### src/rtl/i2c_txn_framer.sv
// Frames decoded I2C bytes from the bus sniffer into register-level transactions
// (device, R/W, register pointer, data) for the PMIC core.
module i2c_txn_framer #(
    parameter logic [6:0] DEV_ADDR = 7'h4A,
    parameter bit         FILTER   = 1'b1
) (
    input  logic       clk,
    input  logic       reset,
    input  logic [8:0] byte_in,
    input  logic       byte_ready,
    input  logic       sop,
    input  logic       eot,
    output logic       txn_valid,
    output logic       txn_rw,
    output logic [6:0] txn_dev,
    output logic [7:0] txn_reg,
    output logic [7:0] txn_data,
    output logic       nack_seen,
    output logic [2:0] state_dbg
);

    typedef enum logic [2:0] {
        IDLE  = 3'd0,
        ADDR  = 3'd1,
        REG   = 3'd2,
        WDATA = 3'd3,
        RDATA = 3'd4,
        SKIP  = 3'd5
    } state_t;

    state_t     state;
    logic [7:0] ptr;
    logic [6:0] dev;

    assign state_dbg = state;

    always_ff @(posedge clk or negedge reset) begin
        if (!reset) begin
            state     <= IDLE;
            ptr       <= 8'd0;
            dev       <= 7'd0;
            txn_valid <= 1'b0;
            txn_rw    <= 1'b0;
            txn_dev   <= 7'd0;
            txn_reg   <= 8'd0;
            txn_data  <= 8'd0;
            nack_seen <= 1'b0;
        end else begin
            txn_valid <= 1'b0;
            if (sop) begin
                // START wins over any byte in the same cycle
                state     <= ADDR;
                nack_seen <= 1'b0;
            end else begin
                if (byte_ready) begin
                    case (state)
                        ADDR: begin
                            if (byte_in[0]) begin
                                state     <= SKIP;
                                nack_seen <= 1'b1;
                            end else if (FILTER && (byte_in[8:2] != DEV_ADDR)) begin
                                state <= SKIP;
                            end else begin
                                dev   <= byte_in[8:2];
                                state <= byte_in[1] ? RDATA : REG;
                            end
                        end
                        REG: begin
                            ptr <= byte_in[8:1];
                            if (byte_in[0]) begin
                                state     <= SKIP;
                                nack_seen <= 1'b1;
                            end else begin
                                state <= WDATA;
                            end
                        end
                        WDATA, RDATA: begin
                            txn_valid <= 1'b1;
                            txn_rw    <= (state == RDATA);
                            txn_dev   <= dev;
                            txn_reg   <= ptr;
                            txn_data  <= byte_in[8:1];
                            ptr       <= ptr + 8'd1;
                            // a master NACK on read data is the normal last byte
                            if (state == WDATA && byte_in[0])
                                state <= SKIP;
                        end
                        default: ;
                    endcase
                end
                // STOP overrides the byte's next state but keeps its side effects
                if (eot)
                    state <= IDLE;
            end
        end
    end

endmodule
### config.mk
export PLATFORM = sky130hd
export DESIGN_NAME = i2c_txn_framer
export DESIGN_NICKNAME = d
export VERILOG_FILES = /design/src/rtl/i2c_txn_framer.sv
export SDC_FILE = /design/constraint.sdc
export NUM_CORES = 1
export LEC_CHECK = 0
export ABC_CLOCK_PERIOD_IN_PS = 4900
export BUFFER_PORTS_ARGS = -buffer_cell sky130_fd_sc_hd__buf_2
export CAP_MARGIN = 15
export CORE_AREA = 2 2 68 76
export CTS_BUF_LIST = sky130_fd_sc_hd__clkbuf_8
export DETAILED_ROUTE_END_ITERATION = 6
export DIE_AREA = 0 0 70 78
export HOLD_SLACK_MARGIN = 0.02
export PLACE_DENSITY = 0.71
export SYNTH_ARGS = -nofsm -noshare
export SYNTH_HDL_FRONTEND = slang
export SYNTH_SLANG_ARGS = --single-unit
### constraint.sdc
create_clock -name clk -period 4.9 [get_ports clk]
set_input_delay 0.49 -clock clk [delete_from_list [all_inputs] [get_ports clk]]
set_output_delay 0.49 -clock clk [all_outputs]
set_load 0.01 [all_outputs]
==> metrics <==
Num CTS Buffers 5; ys async rst share 100.0%; HPWL Detailed 2.731 mm; DRT antenna net count 0; syn nets 172; CTS Root Cell clkbuf_8; Routed Wire Length 3.830 mm; Worst setup SP type flop; # clock sinks 44; hold_buf cts 0; Initial DRT Pass Iterations 4; Synthesis Warnings 0; # nets final 216; post-CTS sizing 0; final setup violation count 0; WL per Instance 14.84 microns; Total Routing Usage GR 15.28%; status complete, no violations; area growth from synthesis to layout 16.58%; post-synth cell types 43; Finished Layout Cells 258; max incr delay on CP 0.54 ns; unrepaired setup endpoints after global routing no; Max VDD drop 150.6 uV; fmax 453.7 MHz; Crit-path slowest cell dfrtp_1; Starting Density 44.61%; Max-Cap Viols 0; #FFs+latches synth 44; placed insts 250; # diodes 0; layout cell share with drive strength beyond 1 39.11%; core area 0.004619 sq mm; die height 78 microns; fin crit share 44.98%; CP Data Arrival Time 2.39 ns; Via density 5.291; final setup TNS 0 ns; Power Density 346.8 mW/mm^2; H-tree Lvls 2; clock buffer depth 2; CTS tree built; I/O Buffers 42; Die ar. 0.005460 sq mm; total number of vias 1365; commonest cells after routing, fill and taps aside dfrtp_1 (44), buf_2 (42), mux2_4 (19); post-CTS setup buffer count 0; Die W 70 microns; Slew HR 36.76%; Worst-Skew Late Latency 0.30 ns; synthesized instance count 157; Slew Viols, Final 0; I/O pin cnt 43; first-pass GRT wire length 6.727 mm; minimum clock period 2.204 ns; sequential element share of the synthesized area 53.43%; Final Wtd Congestion 0.8119; Synth Cell Area 0.002061 sq mm; worst slew pin tran 0.9486 ns; ys flop type dfrtp_1; Max Clock Skew 0.007984 ns; CTS clk-pin slew, worst paths 0.09 ns; Rows 26; Syn Area/Cell 13.13 sq um; total grt overflow 0; drc violations 0; number of global-route vias before repair 1427; initial antenna violation count 0; Required @ worst endpoint 5.08 ns; CP top delay family simple AND/OR/NAND/NOR gates; Max Fanout on Critical Path 24; WP buf/inv 0; most common cell after layout, fill and taps aside dfrtp_1; EDFF count, synth 0; largest net degree at the start of global routing 45; CP cell instances or3b_4 -> a21o_4 -> nor2_8 -> mux2_2; HP Class in2async; Fin. Hold Viols 0; critical path class reg2reg; P_leak 1.220 nW; Crit. End Element flop; drt first-iter violations 56
-- synth_stat cells, types with 3 or more instances --
library cell,number,share of area [%]
nand3_1,5,1.2
mux2_4,19,14
and2_1,5,1.5
inv_1,5,0.91
a2bb2oi_1,3,1.3
o21ai_0,4,0.97
mux2i_1,6,2.9
nor2_1,3,0.55
nand2_1,9,1.6
mux2_2,5,2.7
a21oi_1,7,1.7
nand2b_1,5,1.5
dfrtp_1,44,53
-- kinds of logic after synthesis --
kind of cell | share of synthesized area [%]
muxes | 19.49
buffers and inverters | 3.522
and+or+nand+nor | 12.87
AOI/OAI and AO/OA | 9.654
DFF | 53.43
xor gates and xnor gates | 0.4251
adders and majority gates | 0.6071
-- per-layer routing --
layer	vias up	share of wire (%)	track usage, %
li1	654	-	-
met2	29	46	24.57
met1	674	48	20.24
met4	0	2.0	5.769
met3	8	4.0	3.377
met5	-	0	0
-- worst reg2reg max path, delay by kind of cell, from the launching register on --
family,cells,cell delay [ns]
DFF,1,0.54
AOI/OAI and AO/OA,1,0.26
and+or+nand+nor,2,0.90
muxes,1,0.40
-- layout make-up --
cell class,count,area (sq um)
multi-input cells,103,887.1
flip-flops and latches,44,1101
clock inverters,3,46.29
well taps,56,70.07
fillers,418,2217
repair buffers,42,210.2
inverters,5,18.77
clock buffers,5,68.82
-- where the power goes --
group	switching, W	internal, W	total (W)
clock network	0.000126	0.000153	0.000280
registers	0.0000385	0.000399	0.000437
logic	0.0000580	0.0000584	0.000116
total	0.000223	0.000610	0.000833
-- path summary, 6_finish.rpt --
kind / startpoint / end / slack [ns] / cells after the start
setup / recovery: state_dbg[0] / txn_dev[5] / 2.70 / 4
hold reg to reg: dev[6] / dev[6] / 0.47 / 1
hold / removal: reset / txn_dev[0] / 0.33 / 1
max in group asynchronous: reset / txn_reg[0] / 3.98 / 1
setup reg to reg: state_dbg[0] / txn_dev[5] / 2.70 / 4
min in group clk: eot / state_dbg[2] / 0.38 / 2
-- per-stage QoR --
stage	util, %	setup slack [ns]	power [W]	cell area, sq um	hold slack [ns]
after detailed placement	49.51	2.692	0.0005612	2287	0.4550
after global placement	49.51	2.747	0.0005571	2287	0.4493
after CTS	52.00	2.683	0.0008407	2402	0.3680
after floorplan	-	3.072	0.0005119	2061	0.1944
after global routing	52.00	2.595	0.0008771	2402	0.3753
final	52.00	2.696	0.0008331	2402	0.3319
(Power assumes the default switching activity.)
